**src/rtl/bulk_echo_pkg.sv**
```systemverilog
// Shared types for the bulk echo block: output-stage state encoding.
package bulk_echo_pkg;

  typedef enum logic {
    ST_EMPTY = 1'b0,
    ST_FULL  = 1'b1
  } stage_e;

endpackage

```
**src/rtl/bulk_echo_if.sv**
```systemverilog
// CDC bulk pipe between usb_cdc (master) and the application side (slave).
interface bulk_echo_if;

  logic [7:0] out_data;
  logic       out_valid;
  logic       out_ready;
  logic [7:0] in_data;
  logic       in_valid;
  logic       in_ready;

  modport master (
    output out_data, out_valid, in_ready,
    input  out_ready, in_data, in_valid
  );

  modport slave (
    input  out_data, out_valid, in_ready,
    output out_ready, in_data, in_valid
  );

endinterface

```
**src/rtl/bulk_echo_fifo.sv**
```systemverilog
// DEPTH x 8 synchronous FIFO; AW+1-bit pointers, MSB distinguishes full from empty.
module bulk_echo_fifo #(
  parameter  int DEPTH = 16,
  localparam int AW    = $clog2(DEPTH)
) (
  input  logic        clk_i,
  input  logic        rstn_i,
  input  logic        push_i,
  input  logic [7:0]  wdata_i,
  input  logic        pop_i,
  output logic [7:0]  rdata_o,
  output logic        full_o,
  output logic        empty_o,
  output logic [AW:0] level_o
);

  logic [7:0]  mem_q [DEPTH];
  logic [AW:0] wr_ptr_q, wr_ptr_d;
  logic [AW:0] rd_ptr_q, rd_ptr_d;
  logic        do_push, do_pop;

  assign empty_o = (wr_ptr_q == rd_ptr_q);
  assign full_o  = (wr_ptr_q[AW] != rd_ptr_q[AW]) &&
                   (wr_ptr_q[AW-1:0] == rd_ptr_q[AW-1:0]);
  assign level_o = wr_ptr_q - rd_ptr_q;
  assign rdata_o = mem_q[rd_ptr_q[AW-1:0]];

  assign do_push  = push_i & ~full_o;
  assign do_pop   = pop_i & ~empty_o;
  assign wr_ptr_d = do_push ? wr_ptr_q + 1'b1 : wr_ptr_q;
  assign rd_ptr_d = do_pop  ? rd_ptr_q + 1'b1 : rd_ptr_q;

  always_ff @(posedge clk_i or negedge rstn_i) begin
    if (!rstn_i) begin
      wr_ptr_q <= '0;
      rd_ptr_q <= '0;
    end else begin
      wr_ptr_q <= wr_ptr_d;
      rd_ptr_q <= rd_ptr_d;
    end
  end

  // Storage needs no reset: contents are only visible through valid pointers.
  always_ff @(posedge clk_i) begin
    if (do_push) mem_q[wr_ptr_q[AW-1:0]] <= wdata_i;
  end

endmodule

```
**src/rtl/bulk_echo.sv**
```systemverilog
// Echoes CDC OUT bytes back on the IN stream, incremented by INC, through a
// FIFO plus one output register; drives a stretched activity LED.
module bulk_echo
  import bulk_echo_pkg::*;
#(
  parameter  int         DEPTH      = 16,
  parameter  logic [7:0] INC        = 8'd1,
  parameter  int         LED_CYCLES = 800000,
  localparam int         AW         = $clog2(DEPTH)
) (
  input  logic        clk_i,
  input  logic        rstn_i,
  bulk_echo_if.slave  cdc,
  output logic [AW:0] level_o,
  output logic        led_o
);

  localparam int LW = $clog2(LED_CYCLES + 1);

  stage_e      state_q, state_d;
  logic [7:0]  in_data_q, in_data_d;
  logic        out_ready_q, out_ready_d;
  logic [LW-1:0] led_cnt_q, led_cnt_d;
  logic        led_q;

  logic        fifo_pop, fifo_full, fifo_empty;
  logic [7:0]  fifo_rdata;
  logic [AW:0] fifo_level, level_d;
  logic        accept, deliver;

  assign accept  = cdc.out_valid & out_ready_q & ~fifo_full;
  assign deliver = (state_q == ST_FULL) & cdc.in_ready;

  bulk_echo_fifo #(.DEPTH(DEPTH)) u_fifo (
    .clk_i   (clk_i),
    .rstn_i  (rstn_i),
    .push_i  (accept),
    .wdata_i (cdc.out_data + INC),
    .pop_i   (fifo_pop),
    .rdata_o (fifo_rdata),
    .full_o  (fifo_full),
    .empty_o (fifo_empty),
    .level_o (fifo_level)
  );

  always_ff @(posedge clk_i or negedge rstn_i) begin
    if (!rstn_i) state_q <= ST_EMPTY;
    else         state_q <= state_d;
  end

  always_comb begin
    state_d = state_q;
    case (state_q)
      ST_EMPTY: if (!fifo_empty)                   state_d = ST_FULL;
      ST_FULL:  if (cdc.in_ready && fifo_empty)     state_d = ST_EMPTY;
      default:                                      state_d = ST_EMPTY;
    endcase
  end

  always_comb begin
    fifo_pop = 1'b0;
    case (state_q)
      ST_EMPTY: fifo_pop = ~fifo_empty;
      ST_FULL:  fifo_pop = cdc.in_ready & ~fifo_empty;
      default:  fifo_pop = 1'b0;
    endcase
  end

  // Ready reflects occupancy after this edge, so a pop at full frees a slot one cycle later.
  assign level_d     = fifo_level + (AW+1)'(accept) - (AW+1)'(fifo_pop);
  assign out_ready_d = (level_d < (AW+1)'(DEPTH));
  assign in_data_d   = fifo_pop ? fifo_rdata : in_data_q;

  always_comb begin
    led_cnt_d = led_cnt_q;
    if (accept || deliver)     led_cnt_d = LW'(LED_CYCLES);
    else if (led_cnt_q != '0)  led_cnt_d = led_cnt_q - 1'b1;
  end

  always_ff @(posedge clk_i or negedge rstn_i) begin
    if (!rstn_i) begin
      in_data_q   <= '0;
      out_ready_q <= 1'b0;
      led_cnt_q   <= '0;
      led_q       <= 1'b0;
    end else begin
      in_data_q   <= in_data_d;
      out_ready_q <= out_ready_d;
      led_cnt_q   <= led_cnt_d;
      led_q       <= (led_cnt_d != '0);
    end
  end

  assign cdc.out_ready = out_ready_q;
  assign cdc.in_valid  = (state_q == ST_FULL);
  assign cdc.in_data   = in_data_q;
  assign level_o       = fifo_level;
  assign led_o         = led_q;

endmodule
```
**src/flat_wrapper.sv**
```systemverilog
// flat-port wrapper written by rule: the top's interface ports become plain ports
module bulk_echo_flat import bulk_echo_pkg::*;
#(
  parameter  int         DEPTH      = 16,
  parameter  logic [7:0] INC        = 8'd1,
  parameter  int         LED_CYCLES = 800000,
  localparam int         AW         = $clog2(DEPTH)
)
  (clk_i, rstn_i, level_o, led_o, cdc_out_data, cdc_out_valid, cdc_in_ready, cdc_out_ready, cdc_in_data, cdc_in_valid);
  bulk_echo_if cdc_i ();
  input  logic clk_i;
  input  logic rstn_i;
  output logic [AW:0] level_o;
  output logic led_o;
  input wire logic [$bits(cdc_i.out_data)-1:0] cdc_out_data;
  input wire logic [$bits(cdc_i.out_valid)-1:0] cdc_out_valid;
  input wire logic [$bits(cdc_i.in_ready)-1:0] cdc_in_ready;
  output wire logic [$bits(cdc_i.out_ready)-1:0] cdc_out_ready;
  output wire logic [$bits(cdc_i.in_data)-1:0] cdc_in_data;
  output wire logic [$bits(cdc_i.in_valid)-1:0] cdc_in_valid;
  assign cdc_i.out_data = cdc_out_data;
  assign cdc_i.out_valid = cdc_out_valid;
  assign cdc_i.in_ready = cdc_in_ready;
  assign cdc_out_ready = cdc_i.out_ready;
  assign cdc_in_data = cdc_i.in_data;
  assign cdc_in_valid = cdc_i.in_valid;
  bulk_echo #(.DEPTH(DEPTH), .INC(INC), .LED_CYCLES(LED_CYCLES)) u_core (.clk_i(clk_i), .rstn_i(rstn_i), .cdc(cdc_i), .level_o(level_o), .led_o(led_o));
endmodule
```
**config.mk**
```make
export PLATFORM = sky130hd
export DESIGN_NAME = bulk_echo_flat
export DESIGN_NICKNAME = d
export VERILOG_FILES = /design/src/rtl/bulk_echo_pkg.sv /design/src/rtl/bulk_echo_if.sv /design/src/rtl/bulk_echo_fifo.sv /design/src/rtl/bulk_echo.sv /design/src/flat_wrapper.sv
export SDC_FILE = /design/constraint.sdc
export NUM_CORES = 1
export LEC_CHECK = 0
export CORE_ASPECT_RATIO = 0.8
export CORE_UTILIZATION = 40
export CTS_CLUSTER_DIAMETER = 120
export DETAILED_ROUTE_END_ITERATION = 10
export GPL_TIMING_DRIVEN = 0
export PLACE_DENSITY_LB_ADDON = 0.3
export SYNTH_ARGS = -nofsm -noshare
export SYNTH_HDL_FRONTEND = slang
export SYNTH_SLANG_ARGS = --single-unit
```
**constraint.sdc**
```tcl
create_clock -name clk_i -period 3.5 [get_ports clk_i]
set_input_delay 0.35 -clock clk_i [delete_from_list [all_inputs] [get_ports clk_i]]
set_output_delay 0.35 -clock clk_i [all_outputs]
set_load 0.005 [all_outputs]
```
# Word-level counts from Yosys, hierarchy flattened
# Memories as Yosys holds them, arrays and structs flattened. A register that Yosys moved wholly into a read port is not among the register bits.
# Cells that the tools add are included.
[op_classes] n_addsub=7 n_lt_le_gt_ge=1 n_bitwise=9 shifts=0 mux=8 n_eq_ne=3 reduce_logical=6 multipliers=0 div=0
[op_table] operator="$mux W20" count=2
[op_table] operator="$reduce_bool A20 Y1" count=2
[op_table] operator="$sub A20 B1 Y20 const B" count=1
[op_table] operator="$add A5 B1 Y5 const B" count=2
[op_table] operator="$add A8 B1 Y8 const B" count=1
[op_table] operator="$and A1 B1 Y1" count=6
[op_table] operator="$add A5 B1 Y5" count=1
[op_table] operator="$eq A5 B5 Y1" count=1
[op_table] operator="$lt A5 B5 Y1 const B" count=1
[op_table] operator="$sub A5 B1 Y5" count=1
[op_table] operator="$sub A5 B5 Y5" count=1
[op_table] operator="$eq A4 B4 Y1" count=1
[op_table] operator="$mux W1" count=4
[op_table] operator="$pmux W1 S2" count=2
[op_table] operator="$not A1 Y1" count=3
[op_table] operator="$logic_and A1 B1 Y1" count=2
[op_table] operator="$logic_not A1 Y1" count=1
[op_table] operator="$logic_or A1 B1 Y1" count=1
[op_table] operator="$ne A1 B1 Y1" count=1
[totals] ff_bits=33 n_memories=1 romBits=0 latch_bits=0 in_bits=12 ram_bits=128
[memory_table] memory="u_core.u_fifo.mem_q" depth=16 width=8 read_ports=1 rd_ports_with_merged_regs=1 write_ports=1 line="bulk_echo_fifo.sv:17" text="logic [7:0] mem_q [DEPTH];"

# Longest topological paths before layout
# Gate-level depths: netlist of run 1.
[depth] word_depth=7 depth_mapped=15 depth_no_buf=12

# Cells and area by module
# Synthesis of run 1 repeated with hierarchy kept, for this count alone.
[unflattened] cells_unflattened=494 hier_area_um2=7618.6
[modules_own_cells] mod="bulk_echo_fifo" cells_each=297 instances=1 area_per_inst_um2=5750.5
[modules_own_cells] mod="bulk_echo" cells_each=197 instances=1 area_per_inst_um2=1868.0

# Least setup slack after synthesis of run 1
# OpenSTA, ideal clock, no wires.
[synth_timing] kind="reg2reg" startpoint="register u_core.u_fifo.rd_ptr_q[1]" endpoint="register u_core.out_ready_q (netlist: u_core.cdc.out_ready)" period_less_slack_ps=3463 required_time_ps=3421 n_path_buf=3 arrival_ps=3384 setup_time_ps=79 path_slack_ps=37 stages_incl_launch_ff=16 cell_sequence="dfrtp_1 clkbuf_1 clkbuf_1 inv_1 ha_1 nand4_1 o21ai_1 inv_1 clkbuf_1 ha_1 inv_1 ha_1 a31o_2 a21o_1 a21oi_1 xor2_1"
[synth_via] elab_chain_len=7 word_cells_on_any_way=12
[synth_lines] item="start, declared" line="bulk_echo_fifo.sv:19" text="logic [AW:0] rd_ptr_q, rd_ptr_d;"
[synth_lines] item="start signal, assigned" line="bulk_echo_fifo.sv:39" text="rd_ptr_q <= rd_ptr_d;"
[synth_lines] item="branches (longest 5 deep; another with $sub A5 B5 Y5)"
[synth_lines] item="$sub A5 B1 Y5 *" line="bulk_echo.sv:70" text="assign level_d = fifo_level + (AW+1)'(accept) - (AW+1)'(fifo_pop);"
[synth_lines] item="$lt A5 B5 Y1 *" line="bulk_echo.sv:71" text="assign out_ready_d = (level_d < (AW+1)'(DEPTH));"
[synth_lines] item="named net u_core.out_ready_d" line="bulk_echo.sv:22" text="logic out_ready_q, out_ready_d;"
[synth_lines] item="end signal, assigned" line="bulk_echo.sv:88" text="out_ready_q <= out_ready_d;"
[synth_lines] item="end, declared" line="bulk_echo.sv:22"
# Mark *: on every way through the listed nets, which the timed path passes.
# A chain may end at the register's enable or synchronous reset.

# Final worst setup path of run 1
[layout_timing] startpoint="register u_core.u_fifo.rd_ptr_q[1]" endpoint="register u_core.led_q (netlist: u_core.led_o)"
[layout_via] elab_chain_len=7
[layout_lines] item="$eq A4 B4 Y1" line="bulk_echo_fifo.sv:24" text="(wr_ptr_q[AW-1:0] == rd_ptr_q[AW-1:0]);"
[layout_lines] item="$logic_and A1 B1 Y1" line="bulk_echo_fifo.sv:23" text="assign full_o = (wr_ptr_q[AW] != rd_ptr_q[AW]) &&"
[layout_lines] item="$not A1 Y1" line="bulk_echo.sv:31" text="assign accept = cdc.out_valid & out_ready_q & ~fifo_full;"
[layout_lines] item="$and A1 B1 Y1" line="bulk_echo.sv:31"
[layout_lines] item="$logic_or A1 B1 Y1" line="bulk_echo.sv:76" text="if (accept || deliver) led_cnt_d = LW'(LED_CYCLES);"
[layout_lines] item="$mux W20" line="bulk_echo.sv:76"
[layout_lines] item="named net u_core.led_cnt_d[5]" line="bulk_echo.sv:23" text="logic [LW-1:0] led_cnt_q, led_cnt_d;"
[layout_lines] item="$reduce_bool A20 Y1" line="bulk_echo.sv:90" text="led_q <= (led_cnt_d != '0);"
[layout_lines] item="end signal, assigned" line="bulk_echo.sv:90"
[layout_lines] item="end, declared" line="bulk_echo.sv:24" text="logic led_q;"
# The timed path passes the listed nets, and every way through them passes these cells.

==> impl_metrics.toml, run 1 <==
[clock_network]
clk_pin_slew_ns = 0.07
cts_root_buffer = "clkbuf_16"
clk_path_buf_depth = 2
clock-sinks = 169
cts_made_buffers = 17
clkLatencyLatePin_ns = 0.42
h-tree-depth = 4
cts_tree = "yes"

[sta]
finalMaxSlewViolations = 0
maxClockFrequency_mhz = 298.6
fin_crit_sh_pct = 95.69
finalHoldViolCount = 0
fin_setup_tns_ns = 0
min_period_ns = 3.349
finalSetupViolations = 0
rsz0062_at_grt = "false"
skew_ns = 0.01125
worst_pin_slew_ns = 1.322
maxSlewHeadroom_pct = 11.60
fin_ws_ns = 0.1508

[run_status]
status = "finished clean"

[worst_setup_path]
start_kind = "register"
cp.required_ns = 3.76
crit_fanout = 10
r2r_slack_ns = 0.15
worstSetupPathType = "reg -> reg"
worstPathArrival_ns = 3.61
critical_path.endpoint_type = "register"

[floorplan]
core_um2 = 18110
core.rowCount = 44
die_x_um = 154.0
dieArea_um2 = 19040
die_h_um = 123.6
start_util_pct = 40.83
num_io_pins = 28

[grt]
overflow = 0
grt_pass1_vias = 4187
track_usage_pct = 17.44
antenna_found_initial = 1
grt_max_degree = 27
grt_pass1_wl_mm = 23.71

[layout]
drive_above_1_share_pct = 16.85
diodes = 0
final_nets = 550
fill_cells = 1526
area_growth_pct = 16.31
mostFrequentLayoutCell = "edfxtp_1"
layout_common_cells = "edfxtp_1, nand2_1, mux4_2"
final_util_pct = 47.49

[power_and_ir_drop]
ir_worst_vdd_mv = 0.4297
p_leak_nw = 3.018
power_per_cell_area_nw_per_um2 = 856.7

[placed_design]
hpwl_mm = 10.52
place_ws_ns = -1.115
gp_congestion = 0.8352
port_buffers = 27

[logic_synthesis]
synth_seq_area_share_pct = 65.84
async_flop_share_pct = 24.26
synthFlopType = "edfxtp_1"
synth_edf_count = 128
synthCells = 474
postSynthAreaPerCell_um2 = 15.60
yosys_warnings = 0
synth.distinct_cells = 45
yosysTopAreaCell = "edfxtp_1"
synthTopCellsByArea = "edfxtp_1, dfrtp_1, mux4_2"
synth_seq_cells = 169
syn_area_um2 = 7396
synth_top_cell_area_share_pct = 51.97
syn-num-nets = 503

[routing]
wl_per_cell_um = 20.02
vias = 4191
drt_wl_total_mm = 15.30
drt_iter0_markers = 274
firstDrtPassIters = 4
via_per_inst = 5.486
drt.antenna.violating_nets = 0
drcViolationCount = 0

[flow_run]
maxCapViolations = 0

[hold_path]
hold_class = "in -> async"
worst paths after layout:
check	start	endpoint	depth (start not counted)
worst min register to register	u_core.cdc.in_data[5]	u_core.cdc.in_data[5]	2
worst min-delay path	rstn_i	u_core.u_fifo.wr_ptr_q[4]	2
worst max register to register	u_core.u_fifo.rd_ptr_q[1]	u_core.led_o	11
max in group asynchronous	rstn_i	u_core.led_cnt_q[13]	3
worst max-delay path	u_core.u_fifo.rd_ptr_q[1]	u_core.led_o	11
min in group clk_i	u_core.cdc.in_data[5]	u_core.cdc.in_data[5]	2
cells in the mapped netlist, types with 2 or more instances:
cell type,count
edfxtp_1,128
nand2_1,49
dfrtp_1,41
mux4_2,40
nor2_1,24
xnor2_1,22
ha_1,16
inv_1,16
clkbuf_1,13
a21oi_1,12
xor2_1,11
nand4_1,10
nor3_1,9
and2_1,8
and3_1,7
and4_1,7
o21ai_0,6
a31oi_1,5
buf_1,4
nand3_1,4
nor2b_1,4
nor4_1,4
or3_1,4
a21o_1,3
nor3b_1,3
or4_1,3
mux2i_1,2
nand2b_1,2
routing by layer:
layer / part of all wire (%) / GRT usage, % / up-vias
met3: 4.5 / 4.628 / 8
met2: 48 / 27.90 / 98
met5: 0 / 0 / -
met1: 47 / 23.73 / 2171
met4: 0.59 / 4.875 / 0
li1: - / - / 1914
through the flow:
| step | hold slack (ns) | area [µm²] | total power, mW | cells |
|---|---|---|---|---|
| after floorplan | 0.05441 | 7396 | 4.555 | 474 |
| after global placement | 0.4648 | 7954 | 5.424 | 731 |
| after detailed placement | 0.3100 | 7969 | 5.509 | 732 |
| after CTS | 0.3957 | 8592 | 7.434 | 764 |
| after global routing | 0.4144 | 8602 | 7.777 | 764 |
| final | 0.3967 | 8602 | 7.369 | 764 |
flip-flops by register name, indices dropped and copies added (netlist names):
| register | flops |
|---|---|
| u_core.led_cnt_q | 20 |
| u_core.cdc.in_data | 8 |
| u_core.led_o | 1 |
| u_core.u_fifo.wr_ptr_q | 5 |
| u_core.cdc.out_ready | 1 |
| u_core.cdc.in_valid | 1 |
| u_core.u_fifo.mem_q | 128 |
| u_core.u_fifo.rd_ptr_q | 5 |
critical path: stages, from the launching register on:
cell,delay (ns)
dfrtp_2,0.48
clkbuf_4,0.28
inv_1,0.12
ha_1,0.32
and4_1,0.18
a21oi_2,0.35
nand2b_1,0.16
clkbuf_1,0.31
a21oi_1,0.11
or4_1,0.41
nor4_1,0.32
nand4_1,0.15
power breakdown:
| group | internal, mW | switching [mW] | total [mW] |
|---|---|---|---|
| Combinational | 1.38 | 1.46 | 2.83 |
| Clock | 1.07 | 0.801 | 1.87 |
| Sequential | 2.44 | 0.223 | 2.67 |
cell type report:
class	count	area (µm²)	area share [%]
inverters	17	63.81	0.7418
repair buffers	30	302.8	3.520
multi-input cells	271	2425	28.19
flip-flops and latches	169	4872	56.64
plain buffers	15	61.31	0.7127
clock inverters	15	163.9	1.905
clock buffers	17	425.4	4.945
well taps	230	287.8	3.345
repair_timing:
action	4_1_cts	5_1_grt
endpoints found under the hold margin	15	0
setup endpoints to repair	152	3
setup buffers	1	0
hold buffers	1	0
pin swaps	1	0
gates resized for setup	7	2
logic make-up (layout without fill, tap and decap cells):
family	Yosys count	after routing	synth area share [%]
AO/OA/AOI/OAI	33	33	2.639
XOR/XNOR	33	33	3.908
adder cells (fa/ha/maj)	17	17	2.977
buffers and inverters	34	94	1.726
flip-flops	169	169	65.84
multiplexers	42	42	12.45
AND/OR/NAND/NOR	146	146	10.46
(Power assumes the default switching activity.)
==> inputs of run 2 (changes only) <==
--- a/config.mk
+++ b/config.mk
@@ -7,6 +7,7 @@
 export LEC_CHECK = 0
 export CORE_ASPECT_RATIO = 0.8
 export CORE_UTILIZATION = 40
+export CTS_BUF_LIST = sky130_fd_sc_hd__clkbuf_8
 export CTS_CLUSTER_DIAMETER = 120
 export DETAILED_ROUTE_END_ITERATION = 10
 export GPL_TIMING_DRIVEN = 0
==> impl_metrics.toml, run 2 (synthesis gave the netlist of run 1 again) <==
[sta]
min_period_ns = 3.306
maxSlewHeadroom_pct = 14.80
worst_pin_slew_ns = 1.274
holdWs_ns = 0.3659
finalMaxSlewViolations = 0
maxClockFrequency_mhz = 302.5
fin_ws_ns = 0.1937
skew_ns = 0.01059
finalHoldViolCount = 0
fin_crit_sh_pct = 94.47
finalSetupViolations = 0
fin_setup_tns_ns = 0
rsz0062_at_grt = "false"

[worst_setup_path]
worstSetupPathType = "reg -> reg"
cpPeakStageDelay_ns = 0.49
crit_slowest_cell = "dfrtp_2"
crit_fanout = 10
crit_buf_inv = 4
critical_path.endpoint_type = "register"
cp.depth = 11
rr_worst_depth = 11
start_kind = "register"
cp_cell_sequence = "clkbuf_4, inv_1, ha_1, and4_1, a21oi_4, nand2b_1, clkbuf_1, clkbuf_1, a31oi_1, a21boi_0, nand4_1"
cp.required_ns = 3.79
crit_top_cell = "clkbuf_1"
crit_family = "buffers and inverters"
worstPathArrival_ns = 3.59

[floorplan]
dieArea_um2 = 19040
core_um2 = 18110
start_util_pct = 40.83
die_x_um = 154.0
num_io_pins = 28
core.rowCount = 44
die_h_um = 123.6

[grt]
grt_max_degree = 27
overflow = 0
grt_pass1_wl_mm = 23.45
track_usage_pct = 17.15
antenna_found_initial = 1
grt_pass1_vias = 4180

[routing]
drcViolationCount = 0
firstDrtPassIters = 4
via_per_inst = 5.498
drt.antenna.violating_nets = 0
drt_iter0_markers = 350
drt_wl_total_mm = 15.00
vias = 4195
wl_per_cell_um = 19.66

[clock_network]
clkLatencyLatePin_ns = 0.44
h-tree-depth = 4
clock-sinks = 169
cts_made_buffers = 17
cts_root_buffer = "clkbuf_8"
clk_path_buf_depth = 2
cts_tree = "yes"
clk_pin_slew_ns = 0.09

[placed_design]
gp_congestion = 0.8352
placed_cell_area_um2 = 7969
place_inst = 732
hpwl_mm = 10.52
port_buffers = 27
place_ws_ns = -1.115

[power_and_ir_drop]
p_leak_nw = 2.928
ir_worst_vdd_mv = 0.4331
power.total_mw = 6.865
power_per_cell_area_nw_per_um2 = 816.0

[hold_path]
hold_class = "in -> async"

[layout]
final_util_pct = 46.45
seq_area_um2 = 4872
stdcell_count = 763
layout_common_cells = "edfxtp_1, nand2_1, mux4_2"
fill_cells = 1541
mostFrequentLayoutCell = "edfxtp_1"
largest_reg_flops = 128
fin_area_um2 = 8413
diodes = 0
final_nets = 549
area_growth_pct = 13.75
drive_above_1_share_pct = 16.70
multi_input_area_um2 = 2432

[flow_run]
maxCapViolations = 0

[run_status]
status = "finished clean"
[run 2: cell types whose count changed in the layout (fill, tap and decap cells not counted), sizes merged]
cell	previous run	this run
clkbuf	29	28
[run 2: cell type report]
type                       instances  area share, %
timing repair buffer              30          3.599
buffer                            14         0.6692
inverter                          17         0.7585
multi-input combinational        271          28.91
clock inverter                    15          1.948
sequential                       169          57.91
clock buffer                      17          2.781
tap                              230          3.421
[run 2: power breakdown]
part | total [mW] | switching, mW | internal [mW]
clock network | 1.38 | 0.730 | 0.652
registers | 2.66 | 0.220 | 2.44
logic | 2.82 | 1.45 | 1.38
total | 6.87 | 2.40 | 4.47
[run 2: final timing paths]
kind	end	startpoint	slack (ns)
setup / recovery	u_core.led_o	u_core.u_fifo.rd_ptr_q[1]	0.19
hold / removal	u_core.u_fifo.rd_ptr_q[4]	rstn_i	0.37
setup reg to reg	u_core.led_o	u_core.u_fifo.rd_ptr_q[1]	0.19
hold reg to reg	u_core.cdc.in_data[5]	u_core.cdc.in_data[5]	0.49
max in group asynchronous	u_core.led_cnt_q[13]	rstn_i	2.65
min in group clk_i	u_core.cdc.in_data[5]	u_core.cdc.in_data[5]	0.49
[run 2: layer usage]
metal / part of all wire (%) / global-route usage, % / routed length, µm / up-vias
met5: 0 / 0 / 0 / -
met4: 0.57 / 4.313 / 85 / 0
met3: 6.2 / 4.976 / 923 / 6
met2: 47 / 26.96 / 7063 / 109
met1: 46 / 23.63 / 6925 / 2169
li1: - / - / - / 1911
[run 2: timing repair]
action | in CTS | in global routing
pin swaps | 1 | 0
setup buffers | 1 | 0
endpoints found under the hold margin | 15 | 0
hold buffers | 1 | 0
gates resized for setup | 8 | 1
setup endpoints to repair | 152 | 2
